--- src/rtl/game_pkg.sv ---
// Shared game-domain definitions: state encoding, screen geometry and sprite defaults
// used by the pipe, bird and collision stages.
package game_pkg;

    typedef enum logic [2:0] {
        ST_IDLE = 3'b001,
        ST_PLAY = 3'b010,
        ST_LOST = 3'b100
    } game_state_e;

    localparam int SCREEN_W   = 800;
    localparam int SCREEN_H   = 525;
    localparam int FLOOR_Y    = 480;
    localparam int BIRD_X     = 200;
    localparam int BIRD_SIZE  = 20;
    localparam int PIPE_WIDTH = 60;
    localparam int GAP_HALF   = 60;

    localparam int POS_W  = 10;
    localparam int CALC_W = 11;

    // Hit-run counter saturates so a long collision cannot wrap back below the filter.
    function automatic logic [3:0] sat_inc4(input logic [3:0] v);
        return (v == 4'hF) ? v : v + 4'd1;
    endfunction

endpackage

--- src/rtl/box_overlap.sv ---
// Combinational bird-vs-pipe rectangle test plus floor test, all in 11-bit unsigned
// so positions near 1023 never wrap when extended by a sprite dimension.
module box_overlap
    import game_pkg::*;
#(
    parameter int BIRD_X     = game_pkg::BIRD_X,
    parameter int BIRD_SIZE  = game_pkg::BIRD_SIZE,
    parameter int PIPE_WIDTH = game_pkg::PIPE_WIDTH,
    parameter int GAP_HALF   = game_pkg::GAP_HALF,
    parameter int FLOOR_Y    = game_pkg::FLOOR_Y
) (
    input  logic [POS_W-1:0] i_bird_y,
    input  logic [POS_W-1:0] i_pipe_x,
    input  logic [POS_W-1:0] i_pipe_y,
    output logic             o_hx,
    output logic             o_hy,
    output logic             o_hf
);

    localparam logic [CALC_W-1:0] L_X_LO = CALC_W'(BIRD_X);
    localparam logic [CALC_W-1:0] L_X_HI = CALC_W'(BIRD_X + BIRD_SIZE);
    localparam logic [CALC_W-1:0] L_PW   = CALC_W'(PIPE_WIDTH);
    localparam logic [CALC_W-1:0] L_GH   = CALC_W'(GAP_HALF);
    localparam logic [CALC_W-1:0] L_BS   = CALC_W'(BIRD_SIZE);
    localparam logic [CALC_W-1:0] L_FY   = CALC_W'(FLOOR_Y);

    logic [CALC_W-1:0] w_by;
    logic [CALC_W-1:0] w_px;
    logic [CALC_W-1:0] w_py;

    assign w_by = {1'b0, i_bird_y};
    assign w_px = {1'b0, i_pipe_x};
    assign w_py = {1'b0, i_pipe_y};

    assign o_hx = (w_px < L_X_HI) && ((w_px + L_PW) > L_X_LO);
    // Gap-top test moved to the left side to avoid subtracting from the gap centre.
    assign o_hy = ((w_by + L_GH) < w_py) || ((w_by + L_BS) > (w_py + L_GH));
    assign o_hf = (w_by + L_BS) >= L_FY;

endmodule

--- src/rtl/pipe_collision.sv ---
// Collision detection, game-state FSM and pipe-clear scoring, downstream of the pipe mover.
// Inputs are registered, then the hit is registered, then filtered before raising Lost.
module pipe_collision
    import game_pkg::*;
#(
    parameter int BIRD_X     = game_pkg::BIRD_X,
    parameter int BIRD_SIZE  = game_pkg::BIRD_SIZE,
    parameter int PIPE_WIDTH = game_pkg::PIPE_WIDTH,
    parameter int GAP_HALF   = game_pkg::GAP_HALF,
    parameter int FLOOR_Y    = game_pkg::FLOOR_Y,
    parameter int HIT_FILTER = 1,
    parameter int SCORE_W    = 8
) (
    input  logic               Clk,
    input  logic               Reset,
    input  logic               Start,
    input  logic [9:0]         BirdPosY,
    input  logic [9:0]         PipePosX,
    input  logic [9:0]         PipePosY,
    output logic               Lost,
    output logic [SCORE_W-1:0] Score,
    output logic               ScorePulse,
    output logic               Playing
);

    localparam logic [3:0]         L_FILT      = 4'(HIT_FILTER);
    localparam logic [CALC_W-1:0]  L_BX        = CALC_W'(BIRD_X);
    localparam logic [CALC_W-1:0]  L_BX_END    = CALC_W'(BIRD_X + BIRD_SIZE);
    localparam logic [CALC_W-1:0]  L_PW        = CALC_W'(PIPE_WIDTH);
    localparam logic [SCORE_W-1:0] L_SCORE_MAX = '1;

    logic [POS_W-1:0]   r_bird_y;
    logic [POS_W-1:0]   r_pipe_x;
    logic [POS_W-1:0]   r_pipe_y;
    logic               r_hit;
    logic [3:0]         r_cnt;
    logic               r_passed;
    game_state_e        r_state;

    logic               w_hx;
    logic               w_hy;
    logic               w_hf;
    logic [3:0]         w_cnt_nxt;
    logic               w_lose;
    logic               w_cleared;
    logic               w_respawn;
    logic [SCORE_W-1:0] w_score_inc;

    always_ff @(posedge Clk or negedge Reset) begin
        if (!Reset) begin
            r_bird_y <= '0;
            r_pipe_x <= '0;
            r_pipe_y <= '0;
            r_hit    <= 1'b0;
        end else begin
            r_bird_y <= BirdPosY;
            r_pipe_x <= PipePosX;
            r_pipe_y <= PipePosY;
            r_hit    <= (w_hx && w_hy) || w_hf;
        end
    end

    box_overlap #(
        .BIRD_X     (BIRD_X),
        .BIRD_SIZE  (BIRD_SIZE),
        .PIPE_WIDTH (PIPE_WIDTH),
        .GAP_HALF   (GAP_HALF),
        .FLOOR_Y    (FLOOR_Y)
    ) u_box (
        .i_bird_y (r_bird_y),
        .i_pipe_x (r_pipe_x),
        .i_pipe_y (r_pipe_y),
        .o_hx     (w_hx),
        .o_hy     (w_hy),
        .o_hf     (w_hf)
    );

    // Lost fires on the edge that would bring the run count up to the filter length.
    assign w_cnt_nxt   = sat_inc4(r_cnt);
    assign w_lose      = r_hit && (w_cnt_nxt >= L_FILT);
    assign w_cleared   = ({1'b0, r_pipe_x} + L_PW) <= L_BX;
    assign w_respawn   = {1'b0, r_pipe_x} >= L_BX_END;
    assign w_score_inc = (Score == L_SCORE_MAX) ? Score : Score + 1'b1;

    always_ff @(posedge Clk or negedge Reset) begin
        if (!Reset) begin
            r_state    <= ST_IDLE;
            r_cnt      <= 4'd0;
            r_passed   <= 1'b0;
            Lost       <= 1'b0;
            Score      <= '0;
            ScorePulse <= 1'b0;
            Playing    <= 1'b0;
        end else begin
            ScorePulse <= 1'b0;
            case (r_state)
                ST_IDLE: begin
                    r_cnt <= 4'd0;
                    Lost  <= 1'b0;
                    if (Start) begin
                        r_state  <= ST_PLAY;
                        Playing  <= 1'b1;
                        Score    <= '0;
                        r_passed <= 1'b0;
                    end
                end
                ST_PLAY: begin
                    if (w_lose) begin
                        r_state <= ST_LOST;
                        Lost    <= 1'b1;
                        Playing <= 1'b0;
                        r_cnt   <= 4'd0;
                    end else begin
                        r_cnt <= r_hit ? w_cnt_nxt : 4'd0;
                        if (!r_passed && w_cleared) begin
                            r_passed   <= 1'b1;
                            Score      <= w_score_inc;
                            ScorePulse <= 1'b1;
                        end else if (w_respawn) begin
                            r_passed <= 1'b0;
                        end
                    end
                end
                ST_LOST: begin
                    r_cnt <= 4'd0;
                    if (Start) begin
                        r_state <= ST_IDLE;
                        Lost    <= 1'b0;
                    end
                end
                default: begin
                    r_state <= ST_IDLE;
                    r_cnt   <= 4'd0;
                    Lost    <= 1'b0;
                    Playing <= 1'b0;
                end
            endcase
        end
    end

endmodule

--- config.mk ---
export PLATFORM = sky130hd
export DESIGN_NAME = pipe_collision
export DESIGN_NICKNAME = d
export VERILOG_FILES = /design/src/rtl/game_pkg.sv /design/src/rtl/box_overlap.sv /design/src/rtl/pipe_collision.sv
export SDC_FILE = /design/constraint.sdc
export NUM_CORES = 1
export LEC_CHECK = 0
export BUFFER_PORTS_ARGS = -buffer_cell sky130_fd_sc_hd__buf_2
export CORE_MARGIN = 1.5
export CORE_UTILIZATION = 45
export CTS_CLUSTER_DIAMETER = 150
export DETAILED_ROUTE_END_ITERATION = 6
export GPL_TIMING_DRIVEN = 0
export PLACE_DENSITY = 0.71
export SYNTH_ARGS = -nofsm -noshare
export SYNTH_HDL_FRONTEND = slang
export SYNTH_HIERARCHICAL = 1
export SYNTH_SLANG_ARGS = --single-unit
--- constraint.sdc ---
create_clock -name Clk -period 3.05 [get_ports Clk]
set_input_delay 0.4575 -clock Clk [delete_from_list [all_inputs] [get_ports Clk]]
set_output_delay 0.4575 -clock Clk [all_outputs]
set_load 0.01 [all_outputs]
# --- Yosys cells after proc, flatten, opt, wreduce, memory -nomap -nowiden ---
# Cells that the tools add are included.
totals:
  ff_bits: 50
  elab_cells: 77
classes:
  addsub: 6
  n_lt_le_gt_ge: 8
  n_eq_ne: 12
  muxes: 26
  bitwise_logic: 1
  reduce_logical: 13
op_table:
  columns: ["op", "n"]
  rows:
  - ["$add 10x6->11 const B", 3]
  - ["$mux 8", 4]
  - ["$mux 4", 4]
  - ["$pmux 8 s2", 1]
  - ["$ne 2x2->1 const B", 6]
  - ["$add 10x5->11 const B", 1]
  - ["$ge 11x9->1 const B", 1]
  - ["$gt 11x11->1", 1]
  - ["$gt 11x8->1 const B", 1]
  - ["$le 11x8->1 const B", 1]
  - ["$lt 11x10->1", 1]
  - ["$ge 10x8->1 const B", 1]
  - ["$lt 10x8->1 const B", 1]
  - ["$mux 1", 10]
  - ["$mux 3", 3]
  - ["$pmux 3 s3", 1]
  - ["$add 8x1->8 const B", 1]
  - ["$eq 8x8->1 const B", 1]
  - ["$reduce_and 3->1", 2]
  - ["$reduce_and 5->1", 1]
  - ["$add 4x1->4 const B", 1]
  - ["$eq 4x4->1 const B", 1]
  - ["$ge 4x1->1 const B", 1]
  - ["$logic_and 1x1->1", 4]
  - ["12 further kinds", 14]

# --- Longest topological paths before layout ---
# Gate-level depths: netlist (run 1).
depth:
  word_depth: 6
  ltp_mapped: 11
  ltp_nobuf: 11

# --- By module ---
# The synthesis (run 1) kept the hierarchy.
by_module_without_submodules:
  columns: ["mod", "instances", "cells_each", "area_each_um2", "seq_area_each_um2"]
  rows:
  - ["pipe_collision", 1, 163, 1984.4, 1252.5]
  - ["box_overlap", 1, 138, 997.2, 0.0]

# --- Worst setup path before layout (run 1) ---
# OpenSTA, ideal clock, no wires.
synth_timing:
  kind: "reg2reg"
  start: "register r_pipe_x[2]"
  end: "register Score[4]"
  setup_ns: 0.083
  arrival_ns: 2.100
  setup_slack_ns: 0.868
  stages_incl_launch_ff: 9
  path_cell_list: "dfrtp_1 inv_1 ha_1 or3b_1 a32o_1 o21a_1 buf_6 or4_1 o21ai_0"
synth_via:
  elab_chain_len: 5
synth_lines:
  columns: ["item", "line_no", "text"]
  rows:
  - ["start: declaration", "pipe_collision.sv:33", "logic [POS_W-1:0] r_pipe_x;"]
  - ["start signal: assignment", "pipe_collision.sv:57", "r_pipe_x <= PipePosX;"]
  - ["$add 10x6->11", "pipe_collision.sv:81", "assign w_cleared = ({1'b0, r_pipe_x} + L_PW) <= L_BX;"]
  - ["$le 11x8->1", "pipe_collision.sv:81", null]
  - ["$logic_and 1x1->1", "pipe_collision.sv:115", "if (!r_passed && w_cleared) begin"]
  - ["$ne 2x2->1 (no line)", null, null]
  - ["$reduce_and 5->1 (no line)", null, null]
  - ["end signal: assignment", "pipe_collision.sv:117", "Score <= w_score_inc;"]
  - ["end: declaration", "pipe_collision.sv:21", "output logic [SCORE_W-1:0] Score,"]
# Every way passes these cells.
# A chain may end at the register's enable or synchronous reset.

# --- Worst setup path in the final report (run 1) ---
layout_timing:
  start: "register r_bird_y[2]"
  end: "register r_hit"
layout_via:
  elab_chain_len: 5
  word_cells_on_any_way: 8
layout_lines:
  columns: ["item", "line_no", "text"]
  rows:
  - ["start: declaration", "pipe_collision.sv:32", "logic [POS_W-1:0] r_bird_y;"]
  - ["start signal: assignment", "pipe_collision.sv:56", "r_bird_y <= BirdPosY;"]
  - ["$add 10x6->11 or $add 10x5->11 (tied branches)", "box_overlap.sv:37", "assign o_hy = ((w_by + L_GH) < w_py) || ((w_by + L_BS) > (w_py + L_GH));"]
  - ["$lt 11x10->1 or $gt 11x11->1 (tied branches)", "box_overlap.sv:37", null]
  - ["$logic_or 1x1->1 *", "box_overlap.sv:37", null]
  - ["named net w_hy", "pipe_collision.sv:41", "logic w_hy;"]
  - ["$logic_and 1x1->1 *", "pipe_collision.sv:59", "r_hit <= (w_hx && w_hy) || w_hf;"]
  - ["$logic_or 1x1->1 *", "pipe_collision.sv:59", null]
  - ["end signal: assignment", "pipe_collision.sv:59", null]
  - ["end: declaration", "pipe_collision.sv:35", "logic r_hit;"]
# Mark *: on every way through the listed nets, which the timed path passes. The rest lies on a longest branch.

==> impl_metrics.ini, run 1 <==
[die]
die_h_um = 84.4
die_x_um = 84.4
fp.coreArea_um2 = 6390
initial_utilization_pct = 46.7
die-area_um2 = 7120
io_pins = 44
row_count = 29

[yosys]
synthXorXnorAreaFrac_pct = 5.58
synth-adder-area-share_pct = 12.2
yosysSeqAreaShare_pct = 42.0
synth-edff-count = 0
synth_compound_area_share_pct = 16.9
ys_warn_count = 6
synth_top_area_share_pct = 41.1
syn_area_um2 = 2980
yosysMostFrequentCell = dfrtp_1
yosys.area_share.simple_pct = 17.4
synth.ff_latch_count = 50
yosysTopAreaCell = dfrtp_1
async_flop_share_pct = 100
synth_top_family_by_area = simple AND/OR/NAND/NOR gates
synth_area_leaders = dfrtp_1 41%, ha_1 12%, xnor2_1 4.4%, a21oi_1 3.4%, inv_1 3.1%
synth_commonest_cells = 49 x dfrtp_1, 29 x ha_1, 25 x inv_1, 21 x nor2_1, 20 x a21oi_1
synth.area.mux_share_pct = 1.38
netlist-cell-type-count = 62
synth_cells = 301
synth-main-ff-cell = dfrtp_1
synth.avg_cell_area_um2 = 9.91

[hold_path]
holdPathStages = 1
hold_class = primary input to flop
min_from = PipePosX[8]
whs_endpoint = r_pipe_x[8]$_DFF_PN0_

[flow_run]
cap_violations = 0

[clocking]
cts.repair.resized = 0
cts_tree = yes
cts.htree.levels = 2
cts_root_buffer = clkbuf_8
cts_setup_buffers = 0
numClockSinks = 50
ctsHoldBuffers = 0
cts_buffer_depth = 2
cts-buffers-inserted = 5
insertion_delay_ns = 0.30
clk_pin_slew_ns = 0.09

[global_routing]
grt_pass1_vias = 2286
grt.total_usage_pct = 17.1
grt-ovfl-total = 0
grt_pass1_wl_um = 9980
grt_max_degree = 51
antenna_found_initial = 0

[critical_path]
r2r.worst_path.cells = 10
worstSetupStartpointType = flop
worst-endpoint-required_ns = 3.25
arrival_ns = 2.75
r2r-end = r_hit$_DFF_PN0_
critPathMaxFanout = 5
reg2reg_from = r_bird_y[2]$_DFF_PN0_
crit_path_end_kind = flop
crit_type = flop to flop
setup.reg_to_reg.worst_slack_ns = 0.50

[sta]
setup_tns_ns = 0
setup_viol_count_final = 0
clock_skew_ns = 0.00486
max-slew-margin-rel_pct = 29.5
tightest_slew_ns = 1.06
maxSlewViolCount = 0
finalCriticalPeriod_ns = 2.55
fin_crit_sh_pct = 83.6
final_hold_viol_count = 0
grt_setup_unrepaired = no
fmax_ghz = 0.392

[placement]
dpl.hpwl_um = 4270
routabilityCongestion = 0.811
io_buffers = 43
place_area_um2 = 3300
dp_cells = 424

[power]
power_leakage_nw = 1.62
power.density_nw_per_um2 = 447
ir_worst_vdd_v = 0.000343

[finish]
drive_above_1_share_pct = 18.9
nets = 416
num_antenna_cells = 0
syn2layout_area_growth_pct = 13.7
final_area_um2 = 3390
utilization_pct = 53.1
fin_cells = 432

[routing]
via_count = 2337
drcViolationCount = 0
wl_per_cell_um = 13.1
drtAntennaViolNets = 0
vias_per_cell = 5.41
first_iter_violations = 83
routed_wl_um = 5670
dr.pass1.iters = 4

[status]
status = finished clean
-- routing by layer --
layer / share of wire, % / track usage (%)
met1: 47 / 22.0
met2: 48 / 29.3
met3: 3.5 / 4.23
met4: 0.97 / 4.11
met5: 0 / 0
-- worst max path at each step --
stage / from / end / slack, ns / cells after the start
2_1_floorplan: r_pipe_x[2]$_DFF_PN0_ / Score[4]$_DFFE_PN0P_ / 0.87 / 8
3_3_place_gp: r_bird_y[2]$_DFF_PN0_ / r_hit$_DFF_PN0_ / 0.56 / 10
3_5_place_dp: r_bird_y[2]$_DFF_PN0_ / r_hit$_DFF_PN0_ / 0.51 / 10
4_1_cts: r_bird_y[2]$_DFF_PN0_ / r_hit$_DFF_PN0_ / 0.48 / 10
5_1_grt: r_pipe_x[2]$_DFF_PN0_ / Score[6]$_DFFE_PN0P_ / 0.26 / 7
6_report: r_bird_y[2]$_DFF_PN0_ / r_hit$_DFF_PN0_ / 0.50 / 10
-- worst max-delay path: stages, from the launching register on --
cell and delay (ns):
dfrtp_1 0.44, ha_1 0.27, o21ai_4 0.20, nor2_1 0.08, xor2_1 0.15, ha_1 0.32, a21oi_1 0.17, o21ai_0 0.14
a2111oi_0 0.36, o2bb2ai_1 0.14, a21o_1 0.17
-- cell families after synthesis --
kind of cell,count (synthesis)
compound gates,74
xor+xnor,19
buf+inv,30
fa+ha+maj,29
flops,50
simple gates,94
mux,4
other cells,1
-- sequential cells by signal (all words and copies together), names as in the netlist --
signal / count
r_hit: 1
r_pipe_y: 10
Lost: 1
Playing: 1
r_state: 3
Score: 8
ScorePulse: 1
r_bird_y: 10
r_cnt: 4
r_pipe_x: 10
r_passed: 1
-- cell usage in the layout (no fill, tap or decap), types with 5 or more instances in the layout --
cell and n:
xnor2_1 15, a21oi_1 20, inv_1 25, o211ai_1 5
nand2_1 17, nor3_1 9, o21ai_0 14, ha_1 29
dfrtp_1 49, clkbuf_8 5, buf_2 44, nand3_1 6
nand4_1 5, nor2_1 21
-- stage by stage --
step / power (mW) / hold WS, ns / setup slack (ns)
floorplan: 1.03 / 0.162 / 0.868
global placement: 1.13 / 0.515 / 0.556
detailed placement: 1.14 / 0.523 / 0.514
CTS: 1.54 / 0.239 / 0.483
global route: 1.63 / 0.222 / 0.264
finish: 1.52 / 0.250 / 0.501
-- layout make-up --
type	instances	area, um2
Buffer	5	38.8
Clock buffer	6	72.6
Timing Repair Buffer	43	215
Multi-Input combinational cell	224	1610
Sequential cell	50	1250
Inverter	25	93.8
Tap cell	77	96.3
Clock inverter	2	13.8
Fill cell	592	3000
-- power by group --
| group | total [mW] | switching, mW | internal (mW) | leakage, nW |
|---|---|---|---|---|
| registers | 0.772 | 0.0547 | 0.717 | 0.611 |
| clock network | 0.389 | 0.225 | 0.164 | 0.0456 |
| logic | 0.355 | 0.192 | 0.163 | 0.967 |
| total | 1.52 | 0.472 | 1.04 | 1.62 |
Power figures use the tool's default switching activity.
==> inputs of run 2 (changes only) <==
==> constraint.sdc (replaced) <==
create_clock -name Clk -period 2.46 [get_ports Clk]
set_input_delay 0.369 -clock Clk [delete_from_list [all_inputs] [get_ports Clk]]
set_output_delay 0.369 -clock Clk [all_outputs]
set_load 0.01 [all_outputs]
==> impl_metrics.ini, run 2 (synthesis results as in run 1) <==
[status]
status = finished clean

[routing]
first_iter_violations = 94
routed_wl_um = 5940
vias_per_cell = 5.40
drcViolationCount = 0
via_count = 2394
dr.pass1.iters = 4
drtAntennaViolNets = 0
wl_per_cell_um = 13.4

[finish]
nets = 427
layout_commonest_cell = dfrtp_1
final_cell_mix = 46 x dfrtp_1, 44 x buf_2, 27 x ha_1
num_antenna_cells = 0
syn2layout_area_growth_pct = 18.1
largestRegisters = r_bird_y (10), r_pipe_x (10), r_pipe_y (10)
utilization_pct = 55.2
drive_above_1_share_pct = 24.9

[die]
die_h_um = 84.4
die-area_um2 = 7120
initial_utilization_pct = 46.7
fp.coreArea_um2 = 6390
io_pins = 44
row_count = 29
die_x_um = 84.4

[sta]
fmax_ghz = 0.425
final_hold_viol_count = 0
maxSlewViolCount = 0
clock_skew_ns = 0.00319
setup_ws_ns = 0.106
tightest_slew_ns = 1.06
finalCriticalPeriod_ns = 2.35
max-slew-margin-rel_pct = 29.5
fin_crit_sh_pct = 95.7
setup_viol_count_final = 0

[global_routing]
antenna_found_initial = 0
grt.total_usage_pct = 17.3
grt_pass1_vias = 2287
grt_max_degree = 51
grt_pass1_wl_um = 10100
grt-ovfl-total = 0

[clocking]
cts_tree = yes
ctsHoldBuffers = 0
cts_root_buffer = clkbuf_8
insertion_delay_ns = 0.30
clk_pin_slew_ns = 0.09
cts-buffers-inserted = 5
cts.htree.levels = 2
cts_buffer_depth = 2
numClockSinks = 50

[critical_path]
cpMaxStageDelayCell = dfrtp_2
critical_path_buf_inv_count = 1
worstSetupStartpointType = flop
worst-endpoint-required_ns = 2.66
crit_type = flop to flop
critPathMaxFanout = 4
crit_path_end_kind = flop
cp_top_family = adder cells
crit_chain = ha_2 -> o21ai_4 -> buf_4 -> xnor2_1 -> ha_1 -> nand4_1 -> or3_1 -> mux2i_1 -> o2bb2ai_1 -> a21o_1
arrival_ns = 2.56
max_stage_delay_ns = 0.45

[flow_run]
cap_violations = 0

[placement]
dpl.hpwl_um = 4270
dp_slack_ns = -0.0758
routabilityCongestion = 0.811
io_buffers = 43

[power]
power.density_nw_per_um2 = 543
ir_worst_vdd_v = 0.000426
power_leakage_nw = 1.67

[hold_path]
hold_class = primary input to flop
[run 2: cell types whose count changed in the layout (fill, tap and decap cells not counted), sizes merged]
cell and delta:
buf +11
[run 2: worst paths after layout]
| path | start | endpoint | slack, ns | cells past startpoint |
|---|---|---|---|---|
| max reg2reg | r_bird_y[2]$_DFF_PN0_ | r_hit$_DFF_PN0_ | 0.11 | 10 |
| max in group asynchronous | Reset | r_pipe_x[2]$_DFF_PN0_ | 1.49 | 1 |
| min in group asynchronous | Reset | Lost$_DFFE_PN0P_ | 0.25 | 1 |
| max | r_bird_y[2]$_DFF_PN0_ | r_hit$_DFF_PN0_ | 0.11 | 10 |
| min | PipePosX[8] | r_pipe_x[8]$_DFF_PN0_ | 0.16 | 1 |
| min reg2reg | r_state[0]$_DFFE_PN1P_ | r_state[2]$_DFFE_PN0P_ | 0.55 | 1 |
[run 2: final cells by class]
class,count,area [um2]
multi-input cells,224,1650
repair buffers,54,298
inverters,25,93.8
plain buffers,5,38.8
well taps,77,96.3
clock inverters,2,13.8
fillers,580,2860
clock buffers,6,72.6
flip-flops and latches,50,1260
[run 2: power by group]
part	switching [mW]	internal (mW)	total (mW)
clock	0.283	0.203	0.486
sequential	0.0669	0.890	0.956
combinational	0.250	0.220	0.470
[run 2: stage by stage]
stage               hold WS (ns)  TNS [ns]  instances  cell area (um2)  total power, mW
detailed placement         0.478   -0.0758        424             3300             1.41
floorplan                 0.0734         0        304             2990             1.27
global placement           0.477   -0.0336        424             3300             1.40
global route               0.134  -0.00880        443             3520             2.05
finish                     0.161         0        443             3520             1.91
CTS                        0.150         0        434             3420             1.91
[run 2: repair_timing]
| item | in CTS | in global routing |
|---|---|---|
| buffers inserted | 2 | 9 |
| pin swaps | 2 | 5 |
| resized for setup | 6 | 9 |
| endpoints found under the setup margin | 2 | 9 |
[run 2: routing by layer]
layer | routed length (um) | part of all wire, % | vias up | track usage, %
met2 | 2910 | 49 | 45 | 29.4
met1 | 2750 | 46 | 1133 | 22.3
met5 | 0 | 0 | - | 0
met3 | 197 | 3.3 | 10 | 4.13
li1 | - | - | 1206 | -
met4 | 74 | 1.2 | 0 | 4.40
==> inputs of run 3 (changes only) <==
--- a/config.mk
+++ b/config.mk
@@ -6,12 +6,13 @@
 export NUM_CORES = 1
 export LEC_CHECK = 0
 export BUFFER_PORTS_ARGS = -buffer_cell sky130_fd_sc_hd__buf_2
+export CELL_PAD_IN_SITES_DETAIL_PLACEMENT = 2
+export CELL_PAD_IN_SITES_GLOBAL_PLACEMENT = 2
 export CORE_MARGIN = 1.5
-export CORE_UTILIZATION = 45
+export CORE_UTILIZATION = 36
 export CTS_CLUSTER_DIAMETER = 150
 export DETAILED_ROUTE_END_ITERATION = 6
-export GPL_TIMING_DRIVEN = 0
-export PLACE_DENSITY = 0.71
+export PLACE_DENSITY = 0.85
 export SYNTH_ARGS = -nofsm -noshare
 export SYNTH_HDL_FRONTEND = slang
 export SYNTH_HIERARCHICAL = 1
==> impl_metrics.ini, run 3 (synthesis results as in run 1) <==
[placement]
dp_slack_ns = -0.0727
dp_cells = 459
dpl.hpwl_um = 6430
routabilityCongestion = 0.783
io_buffers = 43

[sta]
clock_skew_ns = 0.00657
whs_ns = 0.0203
fin_crit_sh_pct = 98.8
finalCriticalPeriod_ns = 2.43
fmax_ghz = 0.412
tightest_slew_ns = 0.575
maxSlewViolCount = 0
final_hold_viol_count = 0
setup_ws_ns = 0.0304
setup_viol_count_final = 0
max-slew-margin-rel_pct = 61.7

[finish]
num_antenna_cells = 0
largestRegisters = r_bird_y (10), r_pipe_x (10), r_pipe_y (10)
layout_commonest_cell = dfrtp_1
syn2layout_area_growth_pct = 22.5
final_cell_mix = 46 x dfrtp_1, 43 x buf_2, 26 x ha_1
drive_above_1_share_pct = 27.4
utilization_pct = 44.9
nFillCells = 905
nets = 430
fin_cells = 474

[critical_path]
reg2reg_from = r_bird_y[2]$_DFF_PN0_
crit_type = flop to flop
arrival_ns = 2.63
setup.reg_to_reg.worst_slack_ns = 0.03
critPathMaxFanout = 5
crit_start = r_bird_y[2]$_DFF_PN0_
crit_path_end_kind = flop
r2r-end = r_hit$_DFF_PN0_
worstSetupStartpointType = flop
r2r.worst_path.cells = 10
worst-endpoint-required_ns = 2.66

[routing]
dr.pass1.iters = 4
vias_per_cell = 5.41
drtAntennaViolNets = 0
via_count = 2562
routed_wl_um = 9130
wl_per_cell_um = 19.3
drcViolationCount = 0
first_iter_violations = 63

[clocking]
cts_buffer_depth = 2
clk_pin_slew_ns = 0.10
cts-buffers-inserted = 5
numClockSinks = 50
cts_tree = yes
cts.htree.levels = 2
ctsHoldBuffers = 0
insertion_delay_ns = 0.30
cts_root_buffer = clkbuf_8

[global_routing]
grt_pass1_wl_um = 13500
grt_pass1_vias = 2755
antenna_found_initial = 0
grt.total_usage_pct = 20.4
grt-ovfl-total = 0
grt_max_degree = 32

[die]
initial_utilization_pct = 36.7
die_h_um = 94.0
io_pins = 44
fp.coreArea_um2 = 8130
die-area_um2 = 8840
die_x_um = 94.0
row_count = 33

[power]
seqPwrFrac_pct = 47.1
switching_power_mw = 0.659
power.density_nw_per_um2 = 559
pwr-share-comb_pct = 26.0
power_leakage_nw = 1.72
intPower_mw = 1.38
switching_share_pct = 32.3
ir_worst_vdd_v = 0.000279
clock_power_share_pct = 27.0

[hold_path]
hold_class = primary input to async pin

[status]
status = finished clean

[flow_run]
cap_violations = 0
-- run 3: cell types whose count changed in the layout (fill, tap and decap cells not counted), moves of 2 or more --
cell and delta:
buf_4 +6, clkbuf_1 -2, clkbuf_8 +2, ha_4 +2
o22ai_1 -2, o22ai_2 +2
-- run 3: worst max-delay path by stage --
stage	to	cells past startpoint
final	r_hit$_DFF_PN0_	10
after global routing	r_hit$_DFF_PN0_	10
after CTS	r_hit$_DFF_PN0_	12
after detailed placement	r_hit$_DFF_PN0_	10
after global placement	r_hit$_DFF_PN0_	10
after floorplan	Score[4]$_DFFE_PN0P_	8
-- run 3: critical path, stage by stage, from the launching register on --
cell       delay, ns
dfrtp_2         0.46
ha_4            0.19
o21ai_4         0.21
nor2_1          0.10
xor2_1          0.15
ha_1            0.30
a21oi_1         0.18
o21ai_1         0.11
a2111oi_2       0.32
o2bb2ai_1       0.13
a21o_1          0.17
-- run 3: power by group through the flow --
stage	sequential [mW]	combinational, mW	clock [mW]
6_report	0.961	0.531	0.551
4_1_cts	0.961	0.499	0.576
3_3_place_gp	0.970	0.452	0
5_1_grt	0.975	0.586	0.599
3_5_place_dp	0.975	0.483	0
2_1_floorplan	0.962	0.313	0
-- run 3: area by class of cell --
cell class	count	area [um2]	area share [%]
clock buffer	7	96.3	2.64
sequential	50	1260	34.4
timing repair buffer	62	362	9.90
tap	105	131	3.60
inverter	25	93.8	2.57
clock inverter	1	8.76	0.240
multi-input combinational	224	1700	46.6
-- run 3: what timing repair did --
action / 4_1_cts / 5_1_grt
resized for setup: 8 / 17
pin swaps: 1 / 8
buffers inserted: 0 / 7
gates cloned: 0 / 0
endpoints found under the setup margin: 1 / 7
-- run 3: metal layers --
layer / wire length, um / share of wire, % / track usage, % / up-vias
li1: - / - / - / 1204
met1: 3570 / 39 / 22.5 / 1296
met2: 5080 / 56 / 40.2 / 48
met3: 220 / 2.4 / 3.07 / 14
met4: 255 / 2.8 / 5.10 / 0
met5: 0 / 0 / 0 / -
-- run 3: per-stage QoR --
stage	total power, mW	area [um2]	TNS [ns]
2_1_floorplan	1.27	2990	0
3_3_place_gp	1.42	3390	0
3_5_place_dp	1.46	3390	-0.0727
4_1_cts	2.04	3520	0
5_1_grt	2.16	3650	-0.103
6_report	2.04	3650	0
